[src/rtl/mul_seq_16bit_pkg.sv]
// Shared constants for the sequential multiplier: FSM encodings, datapath width, iteration count.
package mul_seq_16bit_pkg;

  localparam int ALU_W    = 16;
  localparam int MUL_ITER = 16;

  localparam logic [1:0] MUL_IDLE = 2'd0;
  localparam logic [1:0] MUL_RUN  = 2'd1;
  localparam logic [1:0] MUL_DONE = 2'd2;

  localparam logic [3:0] MUL_CNT_LAST = 4'(MUL_ITER - 1);

endpackage

[src/rtl/add_sub_16bit.sv]
// Combinational 16-bit adder/subtractor: sel=0 gives in0+in1, sel=1 gives in0-in1; cout is the carry out.
// Zero latency; no flow control.
module add_sub_16bit
  import mul_seq_16bit_pkg::*;
(
  input  logic [ALU_W-1:0] in0,
  input  logic [ALU_W-1:0] in1,
  input  logic             sel,
  output logic [ALU_W-1:0] sum,
  output logic             cout
);

  logic [ALU_W-1:0] in1_eff;

  // Subtraction as in0 + ~in1 + 1.
  assign in1_eff     = sel ? ~in1 : in1;
  assign {cout, sum} = {1'b0, in0} + {1'b0, in1_eff} + {{ALU_W{1'b0}}, sel};

endmodule

[src/rtl/mul_seq_16bit.sv]
// Shift-and-add 16x16 unsigned multiplier on the shared adder; result valid 16 clocks after accept.
// Operands are taken only when idle; the product is held in DONE until out_ready.
module mul_seq_16bit
  import mul_seq_16bit_pkg::*;
(
  input  logic               clk,
  input  logic               rst_n,
  input  logic               in_valid,
  output logic               in_ready,
  input  logic [ALU_W-1:0]   in_a,
  input  logic [ALU_W-1:0]   in_b,
  output logic               out_valid,
  input  logic               out_ready,
  output logic [2*ALU_W-1:0] product,
  output logic               busy
);

  logic [1:0]       state;
  logic [ALU_W-1:0] mcand;
  logic [ALU_W-1:0] acc;
  logic [ALU_W-1:0] q;
  logic [3:0]       cnt;
  logic [ALU_W-1:0] sum;
  logic             cout;

  // The subtract path is kept free for a future divider sharing this adder.
  add_sub_16bit u_add_sub (
    .in0  (acc),
    .in1  (mcand),
    .sel  (1'b0),
    .sum  (sum),
    .cout (cout)
  );

  assign in_ready  = (state == MUL_IDLE);
  assign busy      = !in_ready;
  assign out_valid = (state == MUL_DONE);
  assign product   = out_valid ? {acc, q} : '0;

  always_ff @(posedge clk or negedge rst_n) begin
    if (!rst_n) begin
      state <= MUL_IDLE;
      mcand <= '0;
      acc   <= '0;
      q     <= '0;
      cnt   <= '0;
    end else begin
      case (state)
        MUL_IDLE: begin
          if (in_valid) begin
            mcand <= in_a;
            q     <= in_b;
            acc   <= '0;
            cnt   <= '0;
            state <= MUL_RUN;
          end
        end
        MUL_RUN: begin
          // q shifts out multiplier bits at the bottom while product bits enter from acc.
          if (q[0]) {acc, q} <= {cout, sum, q[ALU_W-1:1]};
          else      {acc, q} <= {1'b0, acc, q[ALU_W-1:1]};
          cnt <= cnt + 4'd1;
          if (cnt == MUL_CNT_LAST) state <= MUL_DONE;
        end
        MUL_DONE: begin
          if (out_ready) state <= MUL_IDLE;
        end
        default: state <= MUL_IDLE;
      endcase
    end
  end

endmodule
[config.mk]
export PLATFORM = sky130hd
export DESIGN_NAME = mul_seq_16bit
export DESIGN_NICKNAME = d
export VERILOG_FILES = /design/src/rtl/mul_seq_16bit_pkg.sv /design/src/rtl/add_sub_16bit.sv /design/src/rtl/mul_seq_16bit.sv
export SDC_FILE = /design/constraint.sdc
export NUM_CORES = 1
export LEC_CHECK = 0
export BUFFER_PORTS_ARGS = -buffer_cell sky130_fd_sc_hd__buf_2
export CAP_MARGIN = 40
export CORE_MARGIN = 2
export CORE_UTILIZATION = 55
export CTS_CLUSTER_DIAMETER = 100
export CTS_CLUSTER_SIZE = 10
export DETAILED_ROUTE_END_ITERATION = 12
export PLACE_DENSITY = 0.89
export SYNTH_ARGS = -nofsm -noshare
export SYNTH_HDL_FRONTEND = slang
export SYNTH_HIERARCHICAL = 1
export SYNTH_SLANG_ARGS = --single-unit
[constraint.sdc]
create_clock -name clk -period 2.5 [get_ports clk]
set_input_delay 0.125 -clock clk [delete_from_list [all_inputs] [get_ports clk]]
set_output_delay 0.125 -clock clk [all_outputs]
set_load 0.005 [all_outputs]
==> reports/qor_table.md <==
| Item | This run | Unit |
|---|---|---|
| Final count of pins violating max slew | 0 | - |
| WHS Path Cells | 2 | - |
| Estimated wirelength of the detail-placed design | 5.755 | mm |
| Delay of the slowest cell on the worst path | 0.40 | ns |
| Startpoint of the lowest-slack register-to-register path | mcand[1] | - |
| Clock buffer count from CTS | 5 | - |
| Sum of routed wire length over all layers | 8.616 | mm |
| Worst reg2reg path depth | 11 | - |
| CP Capture Type | flip-flop | - |
| Initial antenna violation count | 0 | - |
| Maximum number of pins on one net before global-route repair | 29 | - |
| Kind of launch point of the worst setup path | flip-flop | - |
| CTS clock-pin slew for the worst setup and hold paths | 0.10 | ns |
| Unrepaired setup endpoints after global routing | yes | - |
| Total congestion overflow | 0 | - |
| CTS max path bufs | 2 | - |
| Drt wl/cell | 16.76 | um |
| Cell count after placement | 498 | - |
| Pre-CTS WS | -0.1002 | ns |
| Outcome | finished, violations left | - |
| Worst Setup Slack, final | -0.07460 | ns |
| Share of async-settable or async-resettable flops after synthesis | 100.0 | % |
| Worst-path maximum fanout | 3 | - |
| GR Util All Layers | 24.54 | % |
| Measured slew at the worst slew-check pin | 0.9120 | ns |
| Most used flip-flop cell after synthesis | sky130_fd_sc_hd__dfrtp_1 | - |
| Grt met3 use | 4.748 | % |
| Boundary Pins | 71 | - |
| Static Leak | 0.001983 | uW |
| GR met1 Demand/Resource | 31.79 | % |
| Core outline area | 6241 | um^2 |
| Number of global-route vias before repair | 2972 | - |
| Summed area of non-filler cells in the final layout | 4126 | um^2 |
| Synthesis warning total | 6 | - |
| Part of the cycle the worst path needs | 103.0 | % |
| Switching component of the power | 2546 | uW |
| Clk pwr share | 9.3 | % |
| Placer's final routability congestion estimate | 0.9199 | - |
| Flop and latch count out of synthesis | 54 | - |
| Number of setup violations in the final report | 4 | - |
| Synthesized area per cell | 9.604 | um^2 |
| DRT iter0 DRCs | 318 | - |
| Count of different cell masters after synthesis | 46 | - |
| Global-route wire length before repair | 14.10 | mm |
| Final count of hold timing violations | 0 | - |
| Starting density of the core | 56.01 | % |
| Cell Rows | 29 | - |
| Endpoint of the lowest-slack register-to-register path | acc[13] | - |
| CP arrival | 2.82 | ns |
| Cell chain of the critical path | xor2_2 -> inv_1 -> fa_2 -> and2b_1 -> o2111ai_2 -> a21boi_2 -> a221oi_4 -> a21oi_2 -> xor2_1 -> mux2i_1 -> o21ai_1 | - |
| Clock tree from TritonCTS | built | - |
| Power Dens Cells | 1374 | nW/um^2 |
| Met2 layer usage reported by global route | 40.73 | % |
| Count of maximum capacitance violations | 0 | - |
| Fraction of power spent switching nets | 44.91 | % |
| EDFF count, synth | 0 | - |
| Data required time at the worst endpoint | 2.75 | ns |
| Insertion delay of the later-clocked pin in the worst-skew pair | 0.32 | ns |
| Violated checks | setup timing | - |
| Vias | 3083 | - |
| Start point of the worst hold path | in_a[9] | - |
| Clk sink count | 54 | - |
| Worst hold path type | primary input to flip-flop | - |
| Post-Syn Area | 3496 | um^2 |
| Power Internal | 3122 | uW |
| Antenna diode count | 0 | - |
| Vert. Die Dim | 83.73 | um |
| Sequential Power Share | 29.4 | % |
| Most area-hungry cell type in the Yosys netlist | sky130_fd_sc_hd__dfrtp_1 | - |
| IO Port Bufs | 70 | - |
| Worst slew slack as a fraction of its limit | 39.16 | % |
| Count of H-tree levels built during CTS | 2 | - |
| Yosys top cell area share | 38.65 | % |
| Count of placed standard cells in the final layout, fillers left out | 514 | - |
| Nets in the synthesized netlist | 418 | - |
| Synth Instances | 364 | - |
| Most area-consuming cells after synthesis | sky130_fd_sc_hd__dfrtp_1, sky130_fd_sc_hd__ha_1, sky130_fd_sc_hd__and2_1, sky130_fd_sc_hd__mux2i_1, sky130_fd_sc_hd__xor2_1 | - |
| Cell area after placement | 3886 | um^2 |
| Highest-count cells in the layout ignoring fill and taps | sky130_fd_sc_hd__buf_2, sky130_fd_sc_hd__dfrtp_1, sky130_fd_sc_hd__nand2_1 | - |
| Vias per std cell | 5.998 | - |
| Drt first pass iters | 5 | - |
| Final core utilization | 66.12 | % |
| Final net count | 490 | - |
| Gate power share | 61.2 | % |
| Antenna viol nets, final | 0 | - |
| Min cycle time layout | 2.575 | ns |
| Full die area | 7010 | um^2 |
| Total DRC errors in the routed layout | 0 | - |
| Busiest layer in global routing | met2 | - |
| Critical path class | flip-flop to flip-flop | - |
| Die Wd | 83.73 | um |
| Slowest cell on the critical path | sky130_fd_sc_hd__dfrtp_1 | - |
| R2r setup slk | -0.07 | ns |
| Leading cell type in the layout, fill and taps excluded | sky130_fd_sc_hd__buf_2 | - |
| IR Drop Worst-Case VDD | 0.0006184 | V |
| Synthesis-to-layout area growth | 18.04 | % |
| Share of final-layout standard cells stronger than drive strength 1 | 30.43 | % |
| Worst hold endpoint | mcand[9] | - |
| Fmax achieved | 0.3884 | GHz |
| Post-route clock skew | 0.009992 | ns |
| Clock root buffer | sky130_fd_sc_hd__clkbuf_8 | - |
| Share of synthesized area occupied by flip-flops and latches | 38.65 | % |
==> final cells by class <==
cell class / instances / area [um^2]
Tap cell: 77 / 96.34
Fill cell: 464 / 2115
Timing Repair Buffer: 88 / 490.5
Clock buffer: 6 / 82.58
Clock inverter: 2 / 12.51
Sequential cell: 54 / 1353
Inverter: 7 / 26.28
Multi-Input combinational cell: 280 / 2066
==> metal layers <==
layer / wire [um] / vias to the layer above
li1: - / 1403
met1: 3521 / 1494
met2: 4328 / 145
met3: 487 / 41
met4: 278 / 0
met5: 0 / -
==> worst max-delay path by stage <==
| stage | slack (ns) | endpoint | start |
|---|---|---|---|
| 4_1_cts | 0.02 | acc[7] | mcand[1] |
| 5_1_grt | -0.16 | acc[7] | mcand[1] |
| 6_report | -0.07 | acc[13] | mcand[1] |
| 3_3_place_gp | 0.05 | acc[13] | mcand[1] |
| 2_1_floorplan | 0.22 | acc[13] | mcand[1] |
| 3_5_place_dp | -0.10 | acc[13] | mcand[1] |
==> power by group through the flow <==
stage	sequential [uW]	combinational, uW	clock (uW)
floorplan	1540	2460	0
global placement	1640	2850	0
detailed placement	1670	3000	0
CTS	1650	3120	528
global route	1730	3790	567
finish	1670	3470	530
==> worst max-delay path: cells and delay by family, from the launching register on <==
kind | cells | cell delay, ns
AOI/OAI and AO/OA | 5 | 0.96
xor gates and xnor gates | 2 | 0.35
adders and majority gates | 1 | 0.36
buffers and inverters | 1 | 0.08
DFF | 1 | 0.40
muxes | 1 | 0.10
and+or+nand+nor | 1 | 0.26
==> timing repair <==
item,in CTS,in global routing
buffers inserted,2,4
endpoints found under the setup margin,4,7
gates resized for setup,4,17
gates cloned,0,0
pin swaps,2,11
hold buffers,2,0
hold endpoints to repair,27,0
==> cell usage after synthesis, types with 2 or more instances <==
| library cell | instances |
|---|---|
| sky130_fd_sc_hd__o21ai_0 | 34 |
| sky130_fd_sc_hd__o21a_1 | 3 |
| sky130_fd_sc_hd__xnor2_1 | 8 |
| sky130_fd_sc_hd__and2_1 | 32 |
| sky130_fd_sc_hd__nor2b_1 | 2 |
| sky130_fd_sc_hd__nand4_1 | 2 |
| sky130_fd_sc_hd__nand2b_1 | 2 |
| sky130_fd_sc_hd__a22oi_1 | 15 |
| sky130_fd_sc_hd__xor2_1 | 21 |
| sky130_fd_sc_hd__clkbuf_1 | 7 |
| sky130_fd_sc_hd__nor2_1 | 9 |
| sky130_fd_sc_hd__mux2i_1 | 19 |
| sky130_fd_sc_hd__o22ai_1 | 4 |
| sky130_fd_sc_hd__buf_4 | 5 |
| sky130_fd_sc_hd__buf_6 | 2 |
| sky130_fd_sc_hd__o21bai_1 | 2 |
| sky130_fd_sc_hd__nand3_1 | 3 |
| sky130_fd_sc_hd__buf_2 | 9 |
| sky130_fd_sc_hd__inv_1 | 7 |
| sky130_fd_sc_hd__nor3b_1 | 2 |
| sky130_fd_sc_hd__o21ai_1 | 4 |
| sky130_fd_sc_hd__and3_1 | 5 |
| sky130_fd_sc_hd__a31oi_1 | 5 |
| sky130_fd_sc_hd__a31o_2 | 2 |
| sky130_fd_sc_hd__a21o_1 | 5 |
| sky130_fd_sc_hd__nand2_1 | 41 |
| sky130_fd_sc_hd__ha_1 | 17 |
| sky130_fd_sc_hd__a21oi_1 | 11 |
| sky130_fd_sc_hd__mux2_2 | 16 |
| sky130_fd_sc_hd__dfrtp_1 | 54 |
==> metrics by stage <==
stage                     hold WS [ns]  TNS, ns  total power (uW)
after floorplan                -0.1706        0              3996
after global placement          0.1500        0              4491
after detailed placement        0.1622  -0.1565              4662
after CTS                      0.03703        0              5302
after global routing           0.03331  -0.5559              6084
final                          0.03099  -0.1211              5668
==> registers in the layout (all words and copies together), names as in the netlist <==
name,cells
acc,16
q,16
mcand,16
cnt,4
state,2
==> cell families after synthesis <==
| kind of cell | after synthesis | share of synthesized area (%) |
|---|---|---|
| XOR/XNOR | 29 | 7.266 |
| other | 1 | 0.1073 |
| flip-flops | 54 | 38.65 |
| multiplexers | 35 | 10.59 |
| adder cells (fa/ha/maj) | 18 | 6.657 |
| AND/OR/NAND/NOR | 104 | 15.53 |
| AO/OA/AOI/OAI | 93 | 16.68 |
| buffers and inverters | 30 | 4.510 |
Note: power is estimated with default switching activity, not from simulation.
